==> src/rtl/viterbi_pkg.sv <==
// Shared rate-1/2, K=3 convolutional code definitions used by the encoder feeder and the decoder.
package viterbi_pkg;

    localparam int unsigned K        = 3;
    localparam int unsigned RATE_NUM = 1;
    localparam int unsigned RATE_DEN = 2;

    localparam logic [K-1:0] G0_DEFAULT = 3'b111;
    localparam logic [K-1:0] G1_DEFAULT = 3'b101;

    typedef logic [1:0]   fsm_state_t;
    typedef logic [K-2:0] enc_state_t;

    localparam fsm_state_t StIdle = 2'd0;
    localparam fsm_state_t StEnc  = 2'd1;
    localparam fsm_state_t StSend = 2'd2;

    function automatic logic tap_parity(input logic [K-1:0] g, input logic [K-1:0] r);
        return ^(g & r);
    endfunction

endpackage

==> src/rtl/conv_enc_feeder_if.sv <==
// Byte-in / codeword-out bundle of conv_enc_feeder.
// Adds err_mask_i when VITERBI_ERR_INJECT_EN is defined.
interface conv_enc_feeder_if;

    logic        byte_valid_i;
    logic [7:0]  byte_i;
    logic        byte_ready_o;
    logic        clear_i;
    logic        busy_i;
    logic        dvalid_o;
    logic [15:0] data_o;

`ifdef VITERBI_ERR_INJECT_EN
    logic [15:0] err_mask_i;

    modport master (
        output byte_valid_i, byte_i, clear_i, busy_i, err_mask_i,
        input  byte_ready_o, dvalid_o, data_o
    );
    modport slave (
        input  byte_valid_i, byte_i, clear_i, busy_i, err_mask_i,
        output byte_ready_o, dvalid_o, data_o
    );
`else
    modport master (
        output byte_valid_i, byte_i, clear_i, busy_i,
        input  byte_ready_o, dvalid_o, data_o
    );
    modport slave (
        input  byte_valid_i, byte_i, clear_i, busy_i,
        output byte_ready_o, dvalid_o, data_o
    );
`endif

endinterface

==> src/rtl/conv_enc_step.sv <==
// One combinational step of the K=3 convolutional encoder: {u, s1, s0} -> {out0, out1, next state}.
module conv_enc_step
    import viterbi_pkg::*;
#(
    parameter logic [K-1:0] G0 = G0_DEFAULT,
    parameter logic [K-1:0] G1 = G1_DEFAULT
) (
    input  logic       u_i,
    input  enc_state_t state_i,
    output logic       out0_o,
    output logic       out1_o,
    output enc_state_t state_next_o
);

    logic [K-1:0] taps;

    always_comb begin
        taps         = {u_i, state_i};
        out0_o       = tap_parity(G0, taps);
        out1_o       = tap_parity(G1, taps);
        state_next_o = {u_i, state_i[1]};
    end

endmodule

==> src/rtl/conv_enc_feeder.sv <==
// Accepts information bytes, encodes them MSB first at one bit per cycle and hands each 16-bit
// codeword to a decoder that may stall. Optional error injection under VITERBI_ERR_INJECT_EN.
module conv_enc_feeder
    import viterbi_pkg::*;
#(
    parameter logic [K-1:0] G0 = G0_DEFAULT,
    parameter logic [K-1:0] G1 = G1_DEFAULT
) (
    input logic               clk,
    input logic               rst_n,
    conv_enc_feeder_if.slave  bus
);

    localparam int unsigned WordW = 8 * RATE_DEN / RATE_NUM;

    fsm_state_t       state_q, state_d;
    logic [7:0]       byte_q, byte_d;
    logic [2:0]       cnt_q, cnt_d;
    enc_state_t       enc_q, enc_d;
    logic [WordW-3:0] shift_q, shift_d;
    logic [WordW-1:0] data_q, data_d;

    logic       out0, out1;
    enc_state_t enc_next;

    conv_enc_step #(
        .G0 (G0),
        .G1 (G1)
    ) u_step (
        .u_i          (byte_q[7]),
        .state_i      (enc_q),
        .out0_o       (out0),
        .out1_o       (out1),
        .state_next_o (enc_next)
    );

    always_comb begin
        state_d = state_q;
        byte_d  = byte_q;
        cnt_d   = cnt_q;
        enc_d   = enc_q;
        shift_d = shift_q;
        data_d  = data_q;
        case (state_q)
            StIdle: begin
                // Clear only resets the trellis; a byte taken in the same cycle starts from 00.
                if (bus.clear_i) begin
                    enc_d = '0;
                end
                if (bus.byte_valid_i) begin
                    byte_d  = bus.byte_i;
                    cnt_d   = 3'd0;
                    state_d = StEnc;
                end
            end
            StEnc: begin
                byte_d  = {byte_q[6:0], 1'b0};
                enc_d   = enc_next;
                shift_d = {shift_q[WordW-5:0], out0, out1};
                cnt_d   = cnt_q + 3'd1;
                if (cnt_q == 3'd7) begin
                    data_d  = {shift_q, out0, out1};
                    state_d = StSend;
                end
            end
            StSend: begin
                if (!bus.busy_i) begin
                    state_d = StIdle;
                end
            end
            default: state_d = StIdle;
        endcase
    end

    always_ff @(posedge clk or negedge rst_n) begin
        if (!rst_n) begin
            state_q <= StIdle;
            byte_q  <= '0;
            cnt_q   <= '0;
            enc_q   <= '0;
            shift_q <= '0;
            data_q  <= '0;
        end else begin
            state_q <= state_d;
            byte_q  <= byte_d;
            cnt_q   <= cnt_d;
            enc_q   <= enc_d;
            shift_q <= shift_d;
            data_q  <= data_d;
        end
    end

    // The word is complete on entry to SEND, so the pulse is issued in SEND itself.
    assign bus.byte_ready_o = (state_q == StIdle);
    assign bus.dvalid_o     = (state_q == StSend) && !bus.busy_i;

`ifdef VITERBI_ERR_INJECT_EN
    assign bus.data_o = data_q ^ ((state_q == StSend) ? bus.err_mask_i : '0);
`else
    assign bus.data_o = data_q;
`endif

endmodule

==> src/flat_wrapper.sv <==
// flat-port wrapper written by rule: the top's interface ports become plain ports
module conv_enc_feeder_flat import viterbi_pkg::*;
#(
    parameter logic [K-1:0] G0 = G0_DEFAULT,
    parameter logic [K-1:0] G1 = G1_DEFAULT
)
  (clk, rst_n, bus_byte_valid_i, bus_byte_i, bus_clear_i, bus_busy_i, bus_byte_ready_o, bus_dvalid_o, bus_data_o);
  conv_enc_feeder_if bus_i ();
  input logic clk;
  input logic rst_n;
  input wire logic [$bits(bus_i.byte_valid_i)-1:0] bus_byte_valid_i;
  input wire logic [$bits(bus_i.byte_i)-1:0] bus_byte_i;
  input wire logic [$bits(bus_i.clear_i)-1:0] bus_clear_i;
  input wire logic [$bits(bus_i.busy_i)-1:0] bus_busy_i;
  output wire logic [$bits(bus_i.byte_ready_o)-1:0] bus_byte_ready_o;
  output wire logic [$bits(bus_i.dvalid_o)-1:0] bus_dvalid_o;
  output wire logic [$bits(bus_i.data_o)-1:0] bus_data_o;
  assign bus_i.byte_valid_i = bus_byte_valid_i;
  assign bus_i.byte_i = bus_byte_i;
  assign bus_i.clear_i = bus_clear_i;
  assign bus_i.busy_i = bus_busy_i;
  assign bus_byte_ready_o = bus_i.byte_ready_o;
  assign bus_dvalid_o = bus_i.dvalid_o;
  assign bus_data_o = bus_i.data_o;
  conv_enc_feeder #(.G0(G0), .G1(G1)) u_core (.clk(clk), .rst_n(rst_n), .bus(bus_i));
endmodule
==> config.mk <==
export PLATFORM = sky130hd
export DESIGN_NAME = conv_enc_feeder_flat
export DESIGN_NICKNAME = d
export VERILOG_FILES = /design/src/rtl/viterbi_pkg.sv /design/src/rtl/conv_enc_feeder_if.sv /design/src/rtl/conv_enc_step.sv /design/src/rtl/conv_enc_feeder.sv /design/src/flat_wrapper.sv
export SDC_FILE = /design/constraint.sdc
export NUM_CORES = 1
export LEC_CHECK = 0
export ABC_AREA = 1
export CORE_ASPECT_RATIO = 0.6
export CORE_MARGIN = 8
export CORE_UTILIZATION = 30
export DETAILED_ROUTE_END_ITERATION = 6
export HOLD_SLACK_MARGIN = 0.05
export PLACE_DENSITY_LB_ADDON = 0.12
export RECOVER_POWER = 25
export SLEW_MARGIN = 30
export SYNTH_ARGS = -nofsm -noshare
export SYNTH_HDL_FRONTEND = slang
export SYNTH_SLANG_ARGS = --single-unit
==> constraint.sdc <==
create_clock -name clk -period 1.7 [get_ports clk]
set_input_delay 0.34 -clock clk [delete_from_list [all_inputs] [get_ports clk]]
set_output_delay 0.34 -clock clk [all_outputs]
set_load 0.1 [all_outputs]
==> impl_metrics.tcl <==
set metrics [dict create \
    status "complete, no violations" \
    worst_slew_pin_slew_ns 0.995 \
    antenna_cells 0 \
    core_area_um2 6080 \
    cap_violations 0 \
    die_area_um2 9170 \
    drt_pass1_iterations 4 \
    dp_slack_ns 0.137 \
    hold_viol 0 \
    dpl_cell_area_um2 2470 \
    viasPerCell 4.17 \
    clock_latency_ns 0.30 \
    slew_headroom 0.337 \
    avgSynthCellArea_um2 8.82 \
    path_delay_family "flip-flops" \
    worstPathArrival_ns 1.25 \
    final_cells 332 \
    portBuffers 30 \
    min_period_ns 1.59 \
    synth_cell_types 16 \
    cts_max_level 2 \
    netlist_instances 214 \
    place_congestion 0.733 \
    start_util 0.310 \
    drt_wl_total_mm 3.86 \
    drv_slew 0 \
    gr-total-overflow 0 \
    ys_seq_elements 45 \
    min_to "u_core.byte_q[6]$_DFFE_PN0P_" \
    synth_area_leaders "dfrtp_1 60%, nand2_1 19%, o21ai_0 6.4%" \
    ant_nets 0 \
    synth_top_area_cell "dfrtp_1" \
    cts_root_buf "clkbuf_8" \
    most-common-layout-cells "93 x nand2_1, 45 x dfrtp_1, 24 x o21ai_0" \
    slowest_delay_ns 0.46 \
    first_global_vias 1392 \
    r2r-end "u_core.bus.data_o[2]$_DFFE_PN0P_" \
    antenna_found_initial 0 \
    hp-class "flip-flop to flip-flop" \
    hpwl_mm 2.69 \
    syn_to_final_growth_pct 37.5 \
    numCtsBuffers 5 \
    setup_viol 0 \
    critPathKind "flip-flop to output port" \
    track_usage 0.0917 \
    cpMaxStageDelayCell "dfrtp_1" \
    vias 1384 \
    wire_per_inst_um 11.6 \
    cts_tree "built" \
    die_h_um 77.4 \
    cp.required_ns 1.36 \
    layout_commonest_cell "nand2_1" \
    critPathCaptureType "output port" \
    min_path_cells 2 \
    cts_max_path_buffers 2 \
    synth_seq_area_share 0.597 \
    rows 22 \
    fin_nets 262 \
    layout_setup_ws_ns 0.110 \
    reg2reg_slack_ns 0.27 \
    dpl.cell_count 323 \
    drive_gt1_frac 0.165 \
    netlist_area_um2 1890 \
    cp_num_buf_inv 1 \
    grt_max_degree 46 \
    path_clk_slew_ns 0.09 \
    r2r_start "u_core.state_q[1]$_DFFE_PN0P_" \
    worstPathMaxFanout 6 \
    drtIter0Drc 100 \
    cp_cell_sequence "nor3_2 -> buf_12" \
    drc 0 \
    cp-start-kind "flip-flop" \
    cts.sinks 45 \
    rsz0062_at_grt "no" \
    period_share 0.935 \
    finClkSkew_ns 0.0100 \
    syn_nets 229 \
    post-cts-setup-buffers 0 \
    min_from "u_core.byte_q[6]$_DFFE_PN0P_" \
    fmax_mhz 629 \
    r2r_cells 7 \
    grt_pass1_wl_mm 6.84 \
    io_pins 31 \
    synth_warnings 0 \
    yosys.area.top_type_share 0.597 \
    post-route-cell-area_um2 2590 \
    tns_ns 0 \
    die_x_um 118 \
]
==> metrics by stage <==
stage,utilization,hold WS (ns)
after global placement,0.405,0.338
final,0.427,0.484
after detailed placement,0.405,0.342
after CTS,0.429,0.487
after floorplan,-,0.0444
after global routing,0.427,0.507
==> synthesized netlist by cell type (all sizes together) <==
cell type,number
buf,9
dfrtp,45
ha,2
inv,21
nand2,94
nand3,5
nor2,5
nor3,1
o21ai,30
o22ai,2
==> how the worst max path moves through the flow <==
stage                                       start                                 to  slack (ns)  cells past startpoint
finish              u_core.state_q[0]$_DFFE_PN0P_                       bus_dvalid_o        0.11                      2
global route                                rst_n  u_core.bus.data_o[12]$_DFFE_PN0P_        0.05                      3
CTS                 u_core.state_q[0]$_DFFE_PN0P_                       bus_dvalid_o        0.09                      2
detailed placement                     bus_busy_i                       bus_dvalid_o        0.14                      3
global placement                       bus_busy_i                       bus_dvalid_o        0.15                      3
floorplan           u_core.state_q[0]$_DFFE_PN0P_                       bus_dvalid_o       -0.31                      1
==> final cells by class <==
class | count | area, µm²
inverter | 21 | 78.8
sequential | 45 | 1130
clock inverter | 3 | 65.1
multi-input combinational | 139 | 626
clock buffer | 5 | 68.8
fill | 593 | 3490
tap | 84 | 105
timing repair buffer | 35 | 526
==> flip-flops by register name (all words and copies together) (netlist names) <==
signal,flops
u_core.cnt_q,3
u_core.bus.data_o,16
u_core.byte_q,8
u_core.state_q,2
u_core.enc_q,2
u_core.shift_q,14
==> metal layers <==
| layer | part of all wire | wire length (µm) | vias to the layer above | GRT usage |
|---|---|---|---|---|
| met5 | 0 | 0 | - | 0 |
| li1 | - | - | 728 | - |
| met4 | 0.0060 | 23 | 0 | 0.0414 |
| met2 | 0.39 | 1510 | 25 | 0.121 |
| met3 | 0.049 | 188 | 4 | 0.0340 |
| met1 | 0.56 | 2140 | 627 | 0.129 |
==> worst min-delay path, cell delays in order, from the launching register on <==
cell and delay, ns:
dfrtp_1 0.34, nand2_1 0.05, nand2_1 0.06
==> cells by family after synthesis <==
kind of cell | after synthesis | synth area share
AND/OR/NAND/NOR | 105 | 0.218
flip-flops | 45 | 0.597
AO/OA/AOI/OAI | 32 | 0.0962
buffers and inverters | 30 | 0.0756
adder cells (fa/ha/maj) | 2 | 0.0133
==> repair_timing <==
action | 4_1_cts | 5_1_grt
hold buffers | 1 | 0
endpoints found under the hold margin | 45 | 0
gates resized for setup | 0 | 0
Power is left out: the tool's default activity adds up to more than one toggle a clock period on the data nets, which glitch-free logic cannot reach.
